## src/rtl/secded_decoder_pipe.sv

```systemverilog
// secded_decoder_pipe: two-stage 72/64 SECDED decoder with valid/ready on both sides.
// Ports: clk, rst (sync, high); in_valid/in_ready/in_data[71:0] = {check, data};
//   out_valid/out_ready/out_data/out_ce/out_ue/out_pos/out_syn; cnt_clr, ce_cnt, ue_cnt.

package SECDED_ECC_pkg;

  // Data column i is the i-th 8-bit value, in ascending order, with odd weight >= 3.
  // Odd weights make every double error an even-weight syndrome that no column matches.
  function automatic logic [511:0] gen_cols();
    logic [511:0] t;
    logic [7:0]   b;
    int           n;
    int           w;
    t = '0;
    n = 0;
    for (int v = 0; v < 256; v++) begin
      b = v[7:0];
      w = $countones(b);
      if (w >= 3 && (w % 2) == 1 && n < 64) begin
        t[n*8 +: 8] = b;
        n++;
      end
    end
    return t;
  endfunction

  localparam logic [511:0] COL_TAB = gen_cols();

  function automatic logic [7:0] mega_xor(input logic [63:0] d);
    logic [7:0] s;
    s = '0;
    for (int i = 0; i < 64; i++) begin
      if (d[i]) s = s ^ COL_TAB[i*8 +: 8];
    end
    return s;
  endfunction

endpackage

module secded_decoder_pipe #(
  parameter int CNT_W = 16
) (
  input  logic             clk,
  input  logic             rst,
  input  logic             in_valid,
  output logic             in_ready,
  input  logic [71:0]      in_data,
  output logic             out_valid,
  input  logic             out_ready,
  output logic [63:0]      out_data,
  output logic             out_ce,
  output logic             out_ue,
  output logic [6:0]       out_pos,
  output logic [7:0]       out_syn,
  input  logic             cnt_clr,
  output logic [CNT_W-1:0] ce_cnt,
  output logic [CNT_W-1:0] ue_cnt
);
  import SECDED_ECC_pkg::*;

  // Columns 64..71 are the unit vectors of the check bits.
  localparam logic [575:0] COL72 = {
    8'h80, 8'h40, 8'h20, 8'h10,
    8'h08, 8'h04, 8'h02, 8'h01,
    COL_TAB
  };

  logic             s1_valid_q, s1_valid_d;
  logic [71:0]      s1_cw_q, s1_cw_d;
  logic [7:0]       s1_syn_q, s1_syn_d;

  logic             out_valid_q, out_valid_d;
  logic [63:0]      out_data_q, out_data_d;
  logic             out_ce_q, out_ce_d;
  logic             out_ue_q, out_ue_d;
  logic [6:0]       out_pos_q, out_pos_d;
  logic [7:0]       out_syn_q, out_syn_d;

  logic [CNT_W-1:0] ce_cnt_q, ce_cnt_d;
  logic [CNT_W-1:0] ue_cnt_q, ue_cnt_d;

  logic             s2_load;
  logic             s1_load;
  logic             out_fire;
  logic [6:0]       hit_cnt;
  logic [6:0]       hit_pos;
  logic             is_ce;
  logic             is_ue;
  logic [63:0]      fix_data;

  // Classification of the word sitting in S1.
  always_comb begin
    hit_cnt = '0;
    hit_pos = '0;
    for (int k = 0; k < 72; k++) begin
      if (s1_syn_q == COL72[k*8 +: 8]) begin
        hit_cnt = hit_cnt + 7'd1;
        hit_pos = 7'(k);
      end
    end
    is_ce    = (hit_cnt == 7'd1);
    is_ue    = (s1_syn_q != 8'h00) && !is_ce;
    fix_data = s1_cw_q[63:0];
    if (is_ce && !hit_pos[6]) begin
      fix_data[hit_pos[5:0]] = ~fix_data[hit_pos[5:0]];
    end
  end

  always_comb begin
    s2_load  = !out_valid_q || out_ready;
    s1_load  = !s1_valid_q || s2_load;
    out_fire = out_valid_q && out_ready;

    s1_valid_d = s1_valid_q;
    s1_cw_d    = s1_cw_q;
    s1_syn_d   = s1_syn_q;
    if (s1_load) begin
      s1_valid_d = in_valid;
      if (in_valid) begin
        s1_cw_d  = in_data;
        s1_syn_d = in_data[71:64] ^ mega_xor(in_data[63:0]);
      end
    end

    out_valid_d = out_valid_q;
    out_data_d  = out_data_q;
    out_ce_d    = out_ce_q;
    out_ue_d    = out_ue_q;
    out_pos_d   = out_pos_q;
    out_syn_d   = out_syn_q;
    if (s2_load) begin
      out_valid_d = s1_valid_q;
      if (s1_valid_q) begin
        out_data_d = fix_data;
        out_ce_d   = is_ce;
        out_ue_d   = is_ue;
        out_pos_d  = is_ce ? hit_pos : 7'd0;
        out_syn_d  = s1_syn_q;
      end
    end

    // Clear wins over a same-cycle increment.
    ce_cnt_d = ce_cnt_q;
    ue_cnt_d = ue_cnt_q;
    if (cnt_clr) begin
      ce_cnt_d = '0;
      ue_cnt_d = '0;
    end else if (out_fire) begin
      if (out_ce_q && ce_cnt_q != '1) ce_cnt_d = ce_cnt_q + CNT_W'(1);
      if (out_ue_q && ue_cnt_q != '1) ue_cnt_d = ue_cnt_q + CNT_W'(1);
    end
  end

  always_ff @(posedge clk) begin
    if (rst) begin
      s1_valid_q  <= 1'b0;
      s1_cw_q     <= '0;
      s1_syn_q    <= '0;
      out_valid_q <= 1'b0;
      out_data_q  <= '0;
      out_ce_q    <= 1'b0;
      out_ue_q    <= 1'b0;
      out_pos_q   <= '0;
      out_syn_q   <= '0;
      ce_cnt_q    <= '0;
      ue_cnt_q    <= '0;
    end else begin
      s1_valid_q  <= s1_valid_d;
      s1_cw_q     <= s1_cw_d;
      s1_syn_q    <= s1_syn_d;
      out_valid_q <= out_valid_d;
      out_data_q  <= out_data_d;
      out_ce_q    <= out_ce_d;
      out_ue_q    <= out_ue_d;
      out_pos_q   <= out_pos_d;
      out_syn_q   <= out_syn_d;
      ce_cnt_q    <= ce_cnt_d;
      ue_cnt_q    <= ue_cnt_d;
    end
  end

  assign in_ready  = s1_load;
  assign out_valid = out_valid_q;
  assign out_data  = out_data_q;
  assign out_ce    = out_ce_q;
  assign out_ue    = out_ue_q;
  assign out_pos   = out_pos_q;
  assign out_syn   = out_syn_q;
  assign ce_cnt    = ce_cnt_q;
  assign ue_cnt    = ue_cnt_q;

endmodule

```

## config.mk

```make
export PLATFORM = sky130hd
export DESIGN_NAME = secded_decoder_pipe
export DESIGN_NICKNAME = d
export VERILOG_FILES = /design/src/rtl/secded_decoder_pipe.sv
export SDC_FILE = /design/constraint.sdc
export NUM_CORES = 1
export LEC_CHECK = 0
export ABC_AREA = 1
export CAP_MARGIN = 20
export CORE_MARGIN = 2
export CORE_UTILIZATION = 40
export CTS_BUF_LIST = sky130_fd_sc_hd__clkbuf_8
export CTS_CLUSTER_DIAMETER = 60
export DETAILED_ROUTE_END_ITERATION = 7
export DONT_BUFFER_PORTS = 1
export GPL_ROUTABILITY_DRIVEN = 0
export GPL_TIMING_DRIVEN = 0
export PLACE_DENSITY = 0.64
export SLEW_MARGIN = 10
export SYNTH_ARGS = -nofsm -noshare
export SYNTH_HDL_FRONTEND = slang
export SYNTH_SLANG_ARGS = --single-unit
```

## constraint.sdc

```tcl
create_clock -name clk -period 34.4 [get_ports clk]
set_input_delay 3.44 -clock clk [delete_from_list [all_inputs] [get_ports clk]]
set_output_delay 3.44 -clock clk [all_outputs]
set_load 0.02 [all_outputs]
```

-- After elaboration in Yosys (flattened, before gate mapping)
Index checks and enable logic that the tools add are counted.
- input port bits: 77
- bits in registers: 187
- word-level logic and storage cells: 586
- eq/ne operators: 75
- bitwise operators: 65
- reductions and logical operators: 18
- order comparisons: 2
- $add $sub $neg: 73
- multiplexer cells: 342
- operators with widths (cell ; number):
    $mux W7 ; 173
    $mux W8 ; 135
    $add A7 B1 Y7 const B ; 71
    $eq A8 B7 Y1 const B ; 32
    $eq A8 B6 Y1 const B ; 16
    $not A3 Y3 ; 40
    $not A5 Y5 ; 22
    $mux W6 ; 15
    $bwmux W64 ; 1
    $eq A8 B5 Y1 const B ; 8
    $eq A8 B8 Y1 const B ; 8
    $mux W64 ; 1
    $mux W5 ; 7
    $add A16 B1 Y16 const B ; 2
    $eq A8 B4 Y1 const B ; 4
    $ne A16 B16 Y1 const B ; 2
    $eq A8 B3 Y1 const B ; 2
    $mux W4 ; 3
    $eq A8 B1 Y1 const B ; 1
    $eq A8 B2 Y1 const B ; 1
    $reduce_and A2 Y1 ; 4
    $reduce_bool A8 Y1 ; 1
    $xor A8 B8 Y8 ; 1
    $eq A7 B1 Y1 const B ; 1
    12 further kinds ; 24

-- Logic depth before layout (Yosys ltp)
- depth in word-level cells: 257
- gate-level depth with buffers: 236
- mapped depth without buffers: 235

-- Least setup slack after synthesis
Ideal clock, no wire load.
- path type: reg-to-reg
- start point: reg s1_syn_q[3]
- end point: reg out_data_q[14] (netlist: out_data[14])
- library setup time: 0.070 ns
- stages on the path, launching flop included: 235
- slack: -1.422 ns
- buffers on the path: 2
- arrival: 35.751 ns
- clock period less this slack: 35.822 ns
- path through: dfxtp_1 > inv_1 > nor2_1 > inv_2 > nor2_1 > inv_1 > nor2_1 > ha_1 > inv_1 > nand3_1 > nand2_2 > ha_1 > nand2_1 > nand2_1 > ha_1 > nor2_1 > a31oi_1 > ha_1 > (+199 left out) > and2_1 > ha_1 > nand2_1 > nand2_1 > ha_1 > or2_2 > and2_1 > ha_1 > nand2_1 > nand2_1 > ha_1 > a221oi_1 > clkbuf_1 > clkbuf_1 > nand4_1 > nand2_1 > nand2_1 > a21oi_1
- longest elaborated chain between the ends: 147
- elaborated cells on any way between the ends: 299
- classes of those cells: 71 x add/sub; 2 x order compare; 73 x eq/ne; 149 x mux; 1 x bitwise; 3 x reduce/logical
- RTL lines (item ; line ; text):
    from (decl) ; 70 ; logic [7:0] s1_syn_q, s1_syn_d;
    from (signal assigned) ; 170 ; s1_syn_q <= s1_syn_d;
    $eq A8 B3 Y1 ; 96 ; if (s1_syn_q == COL72[k*8 +: 8]) begin
    $mux W1 ; 96 ;
    $add A7 B1 Y7 ; 97 ; hit_cnt = hit_cnt + 7'd1;
    $mux W7 ; 96 ;
    $add A7 B1 Y7 ; 97 ;
    $mux W7 ; 96 ;
    $add A7 B1 Y7 ; 97 ;
    $mux W7 ; 96 ;
    (+131 left out) ; -- ;
    $mux W7 ; 96 ;
    $add A7 B1 Y7 ; 97 ;
    $mux W7 ; 96 ;
    $add A7 B1 Y7 ; 97 ;
    $mux W7 ; 96 ;
    $eq A7 B1 Y1 ; 101 ; is_ce = (hit_cnt == 7'd1);
    $logic_and A1 B1 Y1 ; 104 ; if (is_ce && !hit_pos[6]) begin
    $mux W64 * ; 104 ;
    to (signal assigned) ; 172 ; out_data_q <= out_data_d;
    to (decl) ; 73 ; logic [63:0] out_data_q, out_data_d;
Mark *: on every way between the ends. The rest lies on a longest branch, timed or not. The select of a mux whose other input is x is not followed.
A chain may end at the register's enable or synchronous reset.

-- Final worst setup path
- start point: reg s1_syn_q[3]
- end point: reg out_pos_q[0] (netlist: out_pos[0])
- longest elaborated chain between the ends: 146
- elaborated cells on any way between the ends: 288
- classes of those cells: 71 x add/sub; 73 x eq/ne; 144 x mux
- RTL lines (item ; line ; text):
    $eq A8 B3 Y1 ; 96 ;
    $mux W1 ; 96 ;
    $add A7 B1 Y7 ; 97 ;
    $mux W7 ; 96 ;
    $add A7 B1 Y7 ; 97 ;
    $mux W7 ; 96 ;
    $add A7 B1 Y7 ; 97 ;
    $mux W7 ; 96 ;
    (+130 left out) ; -- ;
    $add A7 B1 Y7 ; 97 ;
    $mux W7 ; 96 ;
    $add A7 B1 Y7 ; 97 ;
    $mux W7 ; 96 ;
    $add A7 B1 Y7 ; 97 ;
    $mux W7 ; 96 ;
    $eq A7 B1 Y1 ; 101 ;
    $mux W7 * ; 137 ; out_pos_d = is_ce ? hit_pos : 7'd0;
    to (signal assigned) ; 175 ; out_pos_q <= out_pos_d;
    to (decl) ; 76 ; logic [6:0] out_pos_q, out_pos_d;
Mark *: on every way between the ends. The rest lies on a longest branch, timed or not.

==> flow_metrics.env <==
export IMPL_status="finished with violations"
export IMPL_violations="setup timing"
export IMPL_crit_arrival_ns=35.85
export IMPL_n_antenna_cell=0
export IMPL_ff2ff_setup_slack_ns=-0.99
export IMPL_powerDensity_nw_per_um2=87.8
export IMPL_fmax_mhz=28.3
export IMPL_cts_buffers=17
export IMPL_met3_usage=0.0597
export IMPL_wire_per_inst_um=19.1
export IMPL_use_met1=0.357
export IMPL_setup_viol=73
export IMPL_htree_levels=4
export IMPL_synth_area_leaders="dfxtp_1 (24%), nand2_1 (16%), xnor2_1 (7.6%)"
export IMPL_gr_usage_met2=0.445
export IMPL_seqCellArea_um2=3760
export IMPL_antenna_found_initial=1
export IMPL_path_buf_inv=20
export IMPL_clock_path_buffers=2
export IMPL_syn_num_nets=2588
export IMPL_fin_crit_sh=1.03
export IMPL_drtPass1Iterations=8
export IMPL_cp_start_kind="flip-flop"
export IMPL_totalWireLength_um=59800
export IMPL_synth_top_area_frac=0.242
export IMPL_nets=2759
export IMPL_synth_edf_count=0
export IMPL_multiInputGateArea_um2=11800
export IMPL_drv_slew=0
export IMPL_crit_top_cell="ha_4"
export IMPL_avgSynthCellArea_um2=6.35
export IMPL_ys_warn_count=0
export IMPL_r2r_worst_path_cells=236
export IMPL_worstHoldPathCells=2
export IMPL_placementRows=72
export IMPL_hold_buffers=0
export IMPL_synth_top_area_cell="dfxtp_1"
export IMPL_r2r_start="s1_syn_q[3]$_SDFFE_PP0P_"
export IMPL_fin_ws_ns=-0.990
export IMPL_drtAntennaViolNets=0
export IMPL_core_um2=38400
export IMPL_via_count=17400
export IMPL_via_per_inst=5.55
export IMPL_p_leak_nw=8.76
export IMPL_fill_cells=3821
export IMPL_synth_most_common_cell="nand2_1"
export IMPL_io_pins=192
export IMPL_cpLargestDelayFamily="adder cells"
export IMPL_skew_ns=0.0311
export IMPL_crit_required_ns=34.86
export IMPL_worst_pin_slew_ns=1.09
export IMPL_die_y_um=201
export IMPL_synth_cell_area_um2=15500
export IMPL_rr_endpoint="out_pos[0]$_SDFFE_PP0P_"
export IMPL_initial_core_util=0.403
export IMPL_hpwl_um=43300
export IMPL_cts_num_sinks=187
export IMPL_drt_iter0_markers=1492
export IMPL_die_area_um2=40300
export IMPL_fin_crit_ns=35.39
export IMPL_worst_ir_drop_vdd_mv=0.0574
export IMPL_clock_latency_ns=0.55
export IMPL_max_cap_viol_count=0
export IMPL_end_kind="flip-flop"
export IMPL_ys_types=44
export IMPL_drc=0
export IMPL_hp_start="s1_cw_q[4]$_SDFFE_PP0P_"
export IMPL_max_slew_margin_rel=0.277
export IMPL_async_reset_ff_frac=0
export IMPL_power_mw=1.73
export IMPL_io_buffers=0
export IMPL_worstPathMaxFanout=5
export IMPL_grt_setup_unrepaired="true"
export IMPL_synthCells=2438
export IMPL_hold_viol=0
export IMPL_cts_tree="yes"
export IMPL_critPathKind="reg -> reg"
export IMPL_ys_seq_elements=187
export IMPL_grt_max_degree=19
export IMPL_seq_area_frac_synth=0.242
export IMPL_drive_gt1_frac=0.234
export IMPL_cts_root_buf="clkbuf_8"
export IMPL_grt_pass1_vias=16100
export IMPL_holdPathEnd="s1_cw_q[4]$_SDFFE_PP0P_"
export IMPL_grt_busiest_layer="met2"
export IMPL_overflow=0
export IMPL_grt_pass1_wl_um=87700
export IMPL_clkTransAtPathRegs_ns=0.11
export IMPL_cp_slowest_cell="dfxtp_2"
export IMPL_grtUsageTotal=0.278
export IMPL_syn_to_final_growth_pct=27.6
export IMPL_die_x_um=201
export IMPL_slowest_delay_ns=0.38
export IMPL_hold_class="reg -> reg"
export IMPL_synthFlopType="dfxtp_1"
export IMPL_synth_commonest_cells="nand2_1 (656), nor2_1 (251), inv_1 (234), dfxtp_1 (187), o21ai_0 (160)"
export IMPL_final_util=0.514
what timing repair did:
item                                    in CTS  in global routing
gates resized for setup                    127                276
setup buffers                              122                 26
pin swaps                                  169                176
cloned                                       6                  8
endpoints found under the setup margin      73                 73
cell usage in the layout (no fill, tap or decap), types with 54 or more instances in the layout:
master,netlist,layout
nand2_2,12,144
nand4_1,79,79
buf_4,2,120
nand3_1,147,136
xor2_1,82,82
a21oi_1,87,72
clkbuf_1,68,65
o21ai_0,160,159
inv_1,234,220
nor2_1,251,238
nand2_1,656,480
xnor2_1,134,134
a21oi_2,39,54
dfxtp_1,187,180
kinds of logic (layout without fill, tap and decap cells):
logic type | Yosys count | count (layout) | share of synthesized area
XOR/XNOR | 216 | 216 | 0.122
flip-flops | 187 | 187 | 0.242
adder cells (fa/ha/maj) | 73 | 73 | 0.0590
AO/OA/AOI/OAI | 363 | 363 | 0.138
AND/OR/NAND/NOR | 1244 | 1244 | 0.344
buffers and inverters | 355 | 539 | 0.0946
sequential cells by signal (all words and copies together) (netlist names):
name / cells
ce_cnt: 16
s1_syn_q: 8
ue_cnt: 16
out_pos: 7
out_ce: 1
s1_cw_q: 64
out_valid: 1
out_data: 64
out_ue: 1
s1_valid_q: 1
out_syn: 8
through the flow:
step	TNS (ns)	worst slack (ns)	area (um2)	hold slack [ns]	instances
final	-68.25	-0.990	19700	0.507	3140
after CTS	-70.83	-1.03	18300	0.502	3116
after global routing	-156.22	-2.20	19700	0.532	3140
after floorplan	0	0.0162	15600	0.450	2438
after detailed placement	-186.65	-2.64	16300	0.477	2956
after global placement	-143.77	-2.04	16300	0.474	2956
power breakdown:
group | switching, mW | total (mW) | leakage, nW | internal, mW
Sequential | 0.0475 | 0.289 | 1.53 | 0.242
Clock | 0.0927 | 0.153 | 0.202 | 0.0599
Combinational | 0.754 | 1.29 | 7.03 | 0.537
tightest hold or removal path, cell delays in order, from the launching register on:
cell	delay (ns)
dfxtp_1	0.34
inv_1	0.07
a21oi_1	0.06
layer usage:
metal  vias to the layer above  wire length [um]  share of wire
li1                       8335                 -              -
met1                      8080             24200           0.40
met2                       853             26900           0.45
met3                       166              5790          0.097
met4                         2              2900          0.049
met5                         -                18        0.00030
worst max path at each step:
| stage | cells after the start | slack [ns] | startpoint | to |
|---|---|---|---|---|
| final | 236 | -0.99 | s1_syn_q[3]$_SDFFE_PP0P_ | out_pos[0]$_SDFFE_PP0P_ |
| after global routing | 236 | -2.20 | s1_syn_q[3]$_SDFFE_PP0P_ | out_data[19]$_SDFFE_PP0P_ |
| after CTS | 236 | -1.03 | s1_syn_q[3]$_SDFFE_PP0P_ | out_data[19]$_SDFFE_PP0P_ |
| after detailed placement | 232 | -2.64 | s1_syn_q[2]$_SDFFE_PP0P_ | out_data[29]$_SDFFE_PP0P_ |
| after global placement | 232 | -2.04 | s1_syn_q[2]$_SDFFE_PP0P_ | out_data[29]$_SDFFE_PP0P_ |
| after floorplan | 234 | 0.02 | s1_syn_q[3]$_SDFFE_PP0P_ | out_data[14]$_SDFFE_PP0P_ |
cell type report:
cell class / instances / area share
timing repair buffer: 153 / 0.0766
multi-input combinational: 1896 / 0.600
inverter: 253 / 0.0487
sequential: 187 / 0.191
buffer: 101 / 0.0311
tap: 518 / 0.0328
clock buffer: 17 / 0.0119
clock inverter: 15 / 0.00805
No activity file was read; power rests on OpenSTA's default activity.
